**src/rtl/key_debounce_pkg.sv**
```systemverilog
// key_pkg: shared types and default timing for the key debouncer.
//   key_state_t : per-channel debounce FSM state encoding
//   *_DEF       : default timing constants for a 50 MHz sys_clk
//   cnt_width() : counter width able to hold 0 .. n-1 (never below 1 bit)
package key_pkg;

  typedef enum logic [1:0] {
    IDLE         = 2'd0,
    PRESS_WAIT   = 2'd1,
    HELD         = 2'd2,
    RELEASE_WAIT = 2'd3
  } key_state_t;

  localparam int unsigned KEY_NUM_DEF      = 4;
  localparam int unsigned DEBOUNCE_CNT_DEF = 1_000_000;   // 20 ms
  localparam int unsigned REPEAT_DLY_DEF   = 25_000_000;  // 0.5 s
  localparam int unsigned REPEAT_PER_DEF   = 5_000_000;   // 0.1 s

  function automatic int unsigned cnt_width(input int unsigned n);
    return (n > 1) ? $clog2(n) : 1;
  endfunction

endpackage

```
**src/rtl/key_debounce_if.sv**
```systemverilog
// key_debounce_if: key-side bundle between the board keys and the debouncer.
//   key_in      raw keys, active low (0 = pressed)
//   key_level   debounced state, 1 = pressed
//   key_press   1-cycle strobe per debounced press
//   key_release 1-cycle strobe per debounced release
//   key_repeat  1-cycle auto-repeat strobe while held
// Modports: master = key source / consumer of strobes, slave = debouncer.
interface key_debounce_if import key_pkg::*; #(
  parameter int unsigned KEY_NUM = KEY_NUM_DEF
);

  logic [KEY_NUM-1:0] key_in;
  logic [KEY_NUM-1:0] key_level;
  logic [KEY_NUM-1:0] key_press;
  logic [KEY_NUM-1:0] key_release;
  logic [KEY_NUM-1:0] key_repeat;

  modport master (
    output key_in,
    input  key_level, key_press, key_release, key_repeat
  );

  modport slave (
    input  key_in,
    output key_level, key_press, key_release, key_repeat
  );

endinterface

```
**src/rtl/key_debounce_ch.sv**
```systemverilog
// key_debounce_ch: one key channel - 2-FF synchroniser, debounce FSM,
// debounce counter and (optionally) auto-repeat counter.
// Build option: KEY_DEBOUNCE_REPEAT_EN builds the repeat counter; otherwise
// key_repeat is tied low.
// Ports:
//   sys_clk, sys_rst_n  clock, async active-low reset
//   key_in              raw key, asynchronous, active low
//   key_level           debounced state, 1 = pressed
//   key_press           1-cycle strobe on debounced press
//   key_release         1-cycle strobe on debounced release
//   key_repeat          1-cycle repeat strobe while held
//
// state        | meaning
// -------------+-------------------------------------------------
// IDLE         | key released and stable
// PRESS_WAIT   | synchronised key low, counting stable cycles
// HELD         | debounced press, key still low
// RELEASE_WAIT | synchronised key high while pressed, counting
module key_debounce_ch import key_pkg::*; #(
  parameter int unsigned DEBOUNCE_CNT = DEBOUNCE_CNT_DEF,
  parameter int unsigned REPEAT_DLY   = REPEAT_DLY_DEF,
  parameter int unsigned REPEAT_PER   = REPEAT_PER_DEF
) (
  input  logic sys_clk,
  input  logic sys_rst_n,
  input  logic key_in,
  output logic key_level,
  output logic key_press,
  output logic key_release,
  output logic key_repeat
);

  if (DEBOUNCE_CNT < 1) begin : g_bad_db
    $error("key_debounce_ch: DEBOUNCE_CNT must be at least 1");
  end
  if (REPEAT_DLY < 1 || REPEAT_PER < 1) begin : g_bad_rpt
    $error("key_debounce_ch: REPEAT_DLY and REPEAT_PER must be at least 1");
  end

  localparam int unsigned   DW      = cnt_width(DEBOUNCE_CNT);
  localparam logic [DW-1:0] DB_LAST = DW'(DEBOUNCE_CNT - 1);

  logic          sync_q1;
  logic          ks;
  key_state_t    state;
  key_state_t    state_nxt;
  logic [DW-1:0] db_cnt;
  logic          db_done;

  // Released (1) is the reset value so a key held through reset is seen as
  // a fresh falling edge afterwards.
  always_ff @(posedge sys_clk or negedge sys_rst_n) begin
    if (!sys_rst_n) begin
      sync_q1 <= 1'b1;
      ks      <= 1'b1;
    end else begin
      sync_q1 <= key_in;
      ks      <= sync_q1;
    end
  end

  assign db_done = (db_cnt == DB_LAST);

  always_ff @(posedge sys_clk or negedge sys_rst_n) begin
    if (!sys_rst_n) begin
      state  <= IDLE;
      db_cnt <= '0;
    end else begin
      state <= state_nxt;
      if (state_nxt != state)
        db_cnt <= '0;
      else if (state == PRESS_WAIT || state == RELEASE_WAIT)
        db_cnt <= db_cnt + DW'(1);
    end
  end

  // Strobes are decoded in the cycle the terminal count is seen, which is
  // what gives the 2 + DEBOUNCE_CNT cycle latency from the raw edge.
  always_comb begin
    state_nxt   = state;
    key_press   = 1'b0;
    key_release = 1'b0;
    case (state)
      IDLE: begin
        if (!ks) state_nxt = PRESS_WAIT;
      end
      PRESS_WAIT: begin
        if (ks) begin
          state_nxt = IDLE;
        end else if (db_done) begin
          state_nxt = HELD;
          key_press = 1'b1;
        end
      end
      HELD: begin
        if (ks) state_nxt = RELEASE_WAIT;
      end
      RELEASE_WAIT: begin
        if (!ks) begin
          state_nxt = HELD;
        end else if (db_done) begin
          state_nxt   = IDLE;
          key_release = 1'b1;
        end
      end
      default: state_nxt = IDLE;
    endcase
    key_level = (state == HELD) || key_press ||
                ((state == RELEASE_WAIT) && !key_release);
  end

`ifdef KEY_DEBOUNCE_REPEAT_EN
  localparam int unsigned RPT_W = cnt_width((REPEAT_DLY > REPEAT_PER) ? REPEAT_DLY : REPEAT_PER);

  logic [RPT_W-1:0] rpt_cnt;
  logic [RPT_W-1:0] rpt_last;
  logic             rpt_periodic;
  logic             rpt_hit;

  // First HELD cycle is one after key_press, so a terminal count of
  // REPEAT_DLY-1 lands the first strobe REPEAT_DLY cycles after the press.
  assign rpt_last = rpt_periodic ? RPT_W'(REPEAT_PER - 1) : RPT_W'(REPEAT_DLY - 1);
  assign rpt_hit  = (state == HELD) && (rpt_cnt == rpt_last);

  always_ff @(posedge sys_clk or negedge sys_rst_n) begin
    if (!sys_rst_n) begin
      rpt_cnt      <= '0;
      rpt_periodic <= 1'b0;
    end else if (state != HELD) begin
      rpt_cnt      <= '0;
      rpt_periodic <= 1'b0;
    end else if (rpt_hit) begin
      rpt_cnt      <= '0;
      rpt_periodic <= 1'b1;
    end else begin
      rpt_cnt <= rpt_cnt + RPT_W'(1);
    end
  end

  assign key_repeat = rpt_hit;
`else
  assign key_repeat = 1'b0;
`endif

endmodule

```
**src/rtl/key_debounce.sv**
```systemverilog
// key_debounce: debounces KEY_NUM raw active-low push buttons into
// per-key level, press, release and auto-repeat strobes on sys_clk.
// Build option: KEY_DEBOUNCE_REPEAT_EN enables the auto-repeat strobes;
// without it key_repeat is constant 0.
// Ports:
//   sys_clk    system clock
//   sys_rst_n  async active-low reset
//   key_bus    key_debounce_if.slave (key_in in; level/press/release/repeat out)
module key_debounce import key_pkg::*; #(
  parameter int unsigned KEY_NUM      = KEY_NUM_DEF,
  parameter int unsigned DEBOUNCE_CNT = DEBOUNCE_CNT_DEF,
  parameter int unsigned REPEAT_DLY   = REPEAT_DLY_DEF,
  parameter int unsigned REPEAT_PER   = REPEAT_PER_DEF
) (
  input  logic           sys_clk,
  input  logic           sys_rst_n,
  key_debounce_if.slave  key_bus
);

  for (genvar i = 0; i < KEY_NUM; i++) begin : g_ch
    key_debounce_ch #(
      .DEBOUNCE_CNT (DEBOUNCE_CNT),
      .REPEAT_DLY   (REPEAT_DLY),
      .REPEAT_PER   (REPEAT_PER)
    ) u_ch (
      .sys_clk     (sys_clk),
      .sys_rst_n   (sys_rst_n),
      .key_in      (key_bus.key_in[i]),
      .key_level   (key_bus.key_level[i]),
      .key_press   (key_bus.key_press[i]),
      .key_release (key_bus.key_release[i]),
      .key_repeat  (key_bus.key_repeat[i])
    );
  end

endmodule
```
**src/flat_wrapper.sv**
```systemverilog
// flat-port wrapper written by rule: the top's interface ports become plain ports
module key_debounce_flat import key_pkg::*;
#(
  parameter int unsigned KEY_NUM      = KEY_NUM_DEF,
  parameter int unsigned DEBOUNCE_CNT = DEBOUNCE_CNT_DEF,
  parameter int unsigned REPEAT_DLY   = REPEAT_DLY_DEF,
  parameter int unsigned REPEAT_PER   = REPEAT_PER_DEF
)
  (sys_clk, sys_rst_n, key_bus_key_in, key_bus_key_level, key_bus_key_press, key_bus_key_release, key_bus_key_repeat);
  key_debounce_if #(.KEY_NUM(KEY_NUM)) key_bus_i ();
  input  logic sys_clk;
  input  logic sys_rst_n;
  input wire logic [$bits(key_bus_i.key_in)-1:0] key_bus_key_in;
  output wire logic [$bits(key_bus_i.key_level)-1:0] key_bus_key_level;
  output wire logic [$bits(key_bus_i.key_press)-1:0] key_bus_key_press;
  output wire logic [$bits(key_bus_i.key_release)-1:0] key_bus_key_release;
  output wire logic [$bits(key_bus_i.key_repeat)-1:0] key_bus_key_repeat;
  assign key_bus_i.key_in = key_bus_key_in;
  assign key_bus_key_level = key_bus_i.key_level;
  assign key_bus_key_press = key_bus_i.key_press;
  assign key_bus_key_release = key_bus_i.key_release;
  assign key_bus_key_repeat = key_bus_i.key_repeat;
  key_debounce #(.KEY_NUM(KEY_NUM), .DEBOUNCE_CNT(DEBOUNCE_CNT), .REPEAT_DLY(REPEAT_DLY), .REPEAT_PER(REPEAT_PER)) u_core (.sys_clk(sys_clk), .sys_rst_n(sys_rst_n), .key_bus(key_bus_i));
endmodule
```
**config.mk**
```make
export PLATFORM = sky130hd
export DESIGN_NAME = key_debounce_flat
export DESIGN_NICKNAME = d
export VERILOG_FILES = /design/src/rtl/key_debounce_pkg.sv /design/src/rtl/key_debounce_if.sv /design/src/rtl/key_debounce_ch.sv /design/src/rtl/key_debounce.sv /design/src/flat_wrapper.sv
export SDC_FILE = /design/constraint.sdc
export NUM_CORES = 1
export LEC_CHECK = 0
export ABC_AREA = 1
export ABC_CLOCK_PERIOD_IN_PS = 1600
export CORE_AREA = 10 10 121 112
export DETAILED_ROUTE_END_ITERATION = 6
export DIE_AREA = 0 0 131 122
export HOLD_SLACK_MARGIN = 0.08
export PLACE_DENSITY = 0.68
export SLEW_MARGIN = 20
export SYNTH_ARGS = -nofsm -noshare
export SYNTH_HDL_FRONTEND = slang
export SYNTH_HIERARCHICAL = 1
export SYNTH_SLANG_ARGS = --single-unit
export TNS_END_PERCENT = 50
```
**constraint.sdc**
```tcl
create_clock -name sys_clk -period 1.6 [get_ports sys_clk]
set_input_delay 0.16 -clock sys_clk [delete_from_list [all_inputs] [get_ports sys_clk]]
set_output_delay 0.16 -clock sys_clk [all_outputs]
set_load 0.005 [all_outputs]
```
# == Word-level counts from Yosys, hierarchy flattened ==
# Cells that the tools add are included.
# word_totals
regBits,96
input_bits,6
output_inout_bits,16
word_cells,124
# classes
add_sub_neg,4
n_eq_ne,20
mux,56
n_reduce_logical,28
# op_table
cell,count
$mux 20,8
$add 20x1->20 const B,4
$eq 20x20->1 const B,4
$mux 2,24
$pmux 2 s4,4
$mux 1,20
$eq 2x2->1 const B,8
$logic_or 1x1->1,12
$eq 2x1->1 const B,4
$logic_not 2->1,4
$ne 2x2->1,4
$reduce_bool 2->1,4
$logic_and 1x1->1,4
$logic_not 1->1,4

# == Logic depth before layout (Yosys ltp) ==
# depth
ltp_word,7
mapped_depth,10
ltp_nobuf,10

# == Modules after synthesis ==
# The synthesis kept the hierarchy.
# modules_own_cells
mod,instances,cells_each,area_each_um2,seq_area_each_um2
key_debounce_ch,4,207,1475.2,603.1

# == Least setup slack after synthesis ==
# Ideal clock, no wire load.
# synth_path
path_type,reg-to-output
start,register u_core.g_ch[0].u_ch.db_cnt[0]
end,output port key_bus_key_level[0]
arrival_ns,1.210
required_time_ns,1.440
setup_slack_ns,0.230
stages_incl_launch_ff,10
path_cell_list,dfrtp_1 -> ha_1 -> nand3_2 -> inv_1 -> nand3_1 -> nor2_2 -> nand2_1 -> nand2_1 -> nand2_1 -> inv_1
# synth_via
elab_chain_len,7
word_cells_on_any_way,10
cone_classes,eq/ne: 1; mux: 5; reduce/logical: 4
# synth_rtl
element,line,rtl
start: declaration,key_debounce_ch.sv:47,logic [DW-1:0] db_cnt;
start signal: assignment,key_debounce_ch.sv:73,db_cnt <= db_cnt + DW'(1);
$eq 20x20->1 (*),key_debounce_ch.sv:62,assign db_done = (db_cnt == DB_LAST);
$mux 1 (*),"key_debounce_ch.sv:90, key_debounce_ch.sv:101",
$mux 1,key_debounce_ch.sv:99,if (!ks) begin
$mux 1,key_debounce_ch.sv:83,case (state)
$logic_not 1->1,key_debounce_ch.sv:109,((state == RELEASE_WAIT) && !key_release);
$logic_and 1x1->1,key_debounce_ch.sv:109,
$logic_or 1x1->1 (*),key_debounce_ch.sv:108,key_level = (state == HELD) || key_press ||
end: declaration,flat_wrapper.sv:14,output wire logic [$bits(key_bus_i.key_level)-1:0] key_bus_key_level;
# Mark *: on every way between the ends. The rest lies on a longest branch, timed or not.

# == Worst setup path after layout ==
# layout_path
start,register u_core.g_ch[0].u_ch.db_cnt[10]
end,output port key_bus_key_level[0]
# Same word-level chain as after synthesis.

==> results by group <==
Synth
  • Syn_area_per_cell: a little over 7 sq um
  • Simple-gate share of the synthesized area: 0.403
  • Synthesis-stage register bit count: 96
  • Synth Area in Compound Gates: 0.0305
  • Ys Warns: 6
  • Mux cell area share after synthesis: 0
  • Post-Syn Area: 0.00590 sq mm
  • Largest family of logic cells by synthesized area: simple AND/OR/NAND/NOR gates
  • Syn Nets: 838
  • Number of library cell types mapped by synthesis: 24
  • Post-Synthesis Cells: 828
  • Xor and xnor fraction of the mapped netlist area: 0.0475
  • Sequential fraction of the synthesis area: 0.409
  • Synth Area in Adders: 0.00848

Finish
  • Nets@finish: 1006
  • Syn-to-layout area delta: 36.7%
  • Final instance area: 0.00806 sq mm
  • N_diodes: 0
  • Share of cells above drive strength 1: 0.336
  • Number of fill cells: 817

Power
  • Peak VDD IR: 0.606 mV
  • Power Dens Cells: 647 mW/mm^2
  • Leak: 0.00389 uW
  • Power after layout: 5210 uW

Clocking
  • Clock Sink Count: 96
  • CTS root buffer: clkbuf_16
  • H-tree levels: 3
  • CTS clk-pin slew, worst paths: 0.07 ns
  • TritonCTS Buffers: 9
  • Maximum clock path buffer count: 2
  • CTS tree: yes
  • Clock latency at the later pin of the worst-skew pair: 0.35 ns

Worst setup path
  • Crit path capture type: output pin
  • R2R Setup Slk: -0.04 ns
  • Critical Path AT: 1.71 ns
  • R2r worst-path depth: 11
  • CP Launch Type: register
  • FF-to-FF Start: u_core/g_ch[0].u_ch/db_cnt[0]
  • Crit Reg-Reg Endpoint: u_core/g_ch[0].u_ch/db_cnt[12]
  • WP data required: 1.44 ns
  • Crit path kind: register to output pin
  • Critical-path maximum fanout: 2

Timing
  • Max-slew headroom: 0.655
  • Final hold vios: 0
  • Clock skew: around 0.0063 ns
  • Fin crit share: 1.17
  • Tmin final: 1.87 ns
  • FMAX: 534 MHz
  • RSZ-0062 raised after global routing: true
  • Tightest hold margin: 0.211 ns
  • Setup WS post-layout: -0.272 ns
  • Setup Viol. Count Final: 38
  • Tightest Pin Transition: about 0.52 ns
  • Slew Viols, Final: 0

Routing
  • DRC Markers: 0
  • DR pass1 iterations: 5
  • 1st-iter DRT viols: ~460
  • DRT antenna net count: 0
  • Routed len/inst: around 13 microns
  • Via/cell ratio: 4.88
  • Detailed-route via count: 5647
  • Routed wire length: 15200 microns

Global route
  • Pin count of the biggest net entering global routing: 36
  • First-pass GRT wire length: 24500 microns
  • Vias in the first global route: 5344
  • Tot GR Track Use: 0.188
  • Gr ovfl total: 0
  • Initial antenna violation count: 0

Placement
  • GPL Wtd Cong: 0.893
  • IO buf count: 17
  • Dpl hpwl: a little over 10000 microns
  • Total placed instance area: 0.00709 sq mm

Outcome
  • Status: finished, violations left
  • Violated checks: negative setup slack

Worst hold path
  • Hold_sp: key_bus_key_in[3]
  • Worst Hold End: u_core/g_ch[3].u_ch/sync_q1
  • WHS Path Cells: 1
  • Worst Hold Class: input port to register

Floorplan
  • DIE WIDTH: 131 microns
  • Boundary pin count: 22
  • Die ar.: about 0.016 sq mm
  • Height of the chip: 122 microns
  • Core Area: 0.0112 sq mm
  • Starting Density: 0.529
  • Core Rows: 37

Flow run
  • Max-Cap Viols: 0
logic make-up (layout without fill, tap and decap cells):
family	Yosys count	after routing
other	4	4
AND/OR/NAND/NOR	524	524
flip-flops	96	96
XOR/XNOR	32	32
buffers and inverters	136	309
adder cells (fa/ha/maj)	4	4
AO/OA/AOI/OAI	32	32
state kept, by name (all words and copies together), names as in the netlist:
name,count
u_core/g_ch.u_ch/sync_q1,4
u_core/g_ch.u_ch/ks,4
u_core/g_ch.u_ch/db_cnt,80
u_core/g_ch.u_ch/state,8
cells in the final DEF, fill, tap and decap left out, types with 4 or more instances in the layout:
cell type	synthesis	final
clkbuf_16	0	9
nand3_1	60	49
nand3_4	0	7
nand3_2	8	12
nand4_1	16	16
o21ai_1	4	7
nor3_1	12	11
buf_2	0	9
nand2_1	236	217
dfrtp_1	88	88
buf_6	8	12
nor2_1	140	115
nand2_2	8	22
dfstp_2	8	8
a21oi_1	8	8
xnor2_1	8	8
o21bai_1	8	8
conb_1	4	4
nor2_4	12	25
buf_4	4	138
xor2_1	24	21
o21ai_0	12	9
nand2_4	8	10
inv_1	108	99
clkdlybuf4s50_1	0	4
nor2_2	24	36
inv_2	16	20
what timing repair did:
action	in CTS	in global routing
hold buffers	1	0
endpoints found under the hold margin	23	0
buffers inserted	23	14
setup endpoints to repair	14	76
resized for setup	91	97
cloned	0	2
pin swaps	26	37
per-stage QoR:
stage | setup slack (ns) | setup TNS, ns | instances | utilization
after CTS | -0.283 | -6.07 | 1151 | 0.687
after detailed placement | -0.316 | -2.81 | 1112 | 0.636
after global routing | -0.376 | -7.13 | 1157 | 0.723
final | -0.272 | -3.15 | 1157 | 0.723
after global placement | -0.207 | -1.94 | 1112 | 0.636
after floorplan | 0.230 | 0 | 828 | -
per-layer routing:
layer | wire, microns | global-route usage | up-vias | share of wire
met5 | 0 | 0 | - | 0
met4 | 159 | 0.0410 | 0 | 0.010
met3 | 674 | 0.0491 | 14 | 0.044
met2 | 7700 | 0.317 | 121 | 0.51
met1 | 6640 | 0.238 | 2656 | 0.44
li1 | - | - | 2856 | -
cell type report:
class / count / area (sq um) / area share
clock inverters: 6 / 82.6 / 0.0102
repair inverters: 2 / 25.0 / 0.00310
well taps: 156 / 195 / 0.0242
clock buffers: 10 / 239 / 0.0296
multi-input cells: 596 / 3280 / 0.407
flip-flops and latches: 96 / 2410 / 0.299
inverters: 124 / 508 / 0.0630
repair buffers: 167 / 1320 / 0.163
synthesized netlist by cell type:
| cell | n | area [sq um] |
|---|---|---|
| inv_2 | 16 | 60.1 |
| nand3_1 | 60 | 300 |
| conb_1 | 4 | 15.0 |
| o21ai_1 | 4 | 20.0 |
| o21bai_1 | 8 | 60.1 |
| nand2_1 | 236 | 886 |
| xnor2_1 | 8 | 70.1 |
| nand3_2 | 8 | 80.1 |
| nand2_2 | 8 | 50.1 |
| a21oi_1 | 8 | 40.0 |
| dfrtp_1 | 88 | 2200 |
| inv_1 | 108 | 405 |
| o21ai_0 | 12 | 60.1 |
| nor2_2 | 24 | 150 |
| buf_6 | 8 | 90.1 |
| nand2_4 | 8 | 90.1 |
| nor2_4 | 12 | 135 |
| xor2_1 | 24 | 210 |
| nor2_1 | 140 | 526 |
| buf_4 | 4 | 30.0 |
| ha_1 | 4 | 50.1 |
| nand4_1 | 16 | 100 |
| nor3_1 | 12 | 60.1 |
| dfstp_2 | 8 | 210 |
worst max path at each step:
| stage | to | cells past startpoint | startpoint | slack (ns) |
|---|---|---|---|---|
| after CTS | key_bus_key_release[1] | 9 | u_core/g_ch[1].u_ch/db_cnt[0] | -0.28 |
| after floorplan | key_bus_key_level[0] | 9 | u_core/g_ch[0].u_ch/db_cnt[0] | 0.23 |
| after detailed placement | key_bus_key_level[0] | 10 | u_core/g_ch[0].u_ch/db_cnt[0] | -0.32 |
| final | key_bus_key_level[0] | 10 | u_core/g_ch[0].u_ch/db_cnt[10] | -0.27 |
| after global routing | key_bus_key_press[3] | 8 | u_core/g_ch[3].u_ch/db_cnt[1] | -0.38 |
| after global placement | key_bus_key_level[1] | 9 | u_core/g_ch[1].u_ch/db_cnt[9] | -0.21 |
worst max-delay path: stages (launching register included):
cell and delay (ns):
dfrtp_1 0.38, inv_1 0.08, nand2_1 0.10, nor2_2 0.15
nand3_2 0.10, nor2_4 0.13, buf_6 0.12, nand3_4 0.06
nand2_2 0.10, inv_2 0.05, buf_6 0.11
report_power, final:
group	internal, uW	switching (uW)	leakage (uW)
Clock	1400	930	0.000158
Sequential	2470	30.3	0.00130
Combinational	129	253	0.00243
Total	4000	1210	0.00389
Note: power is estimated with default switching activity, not from simulation.
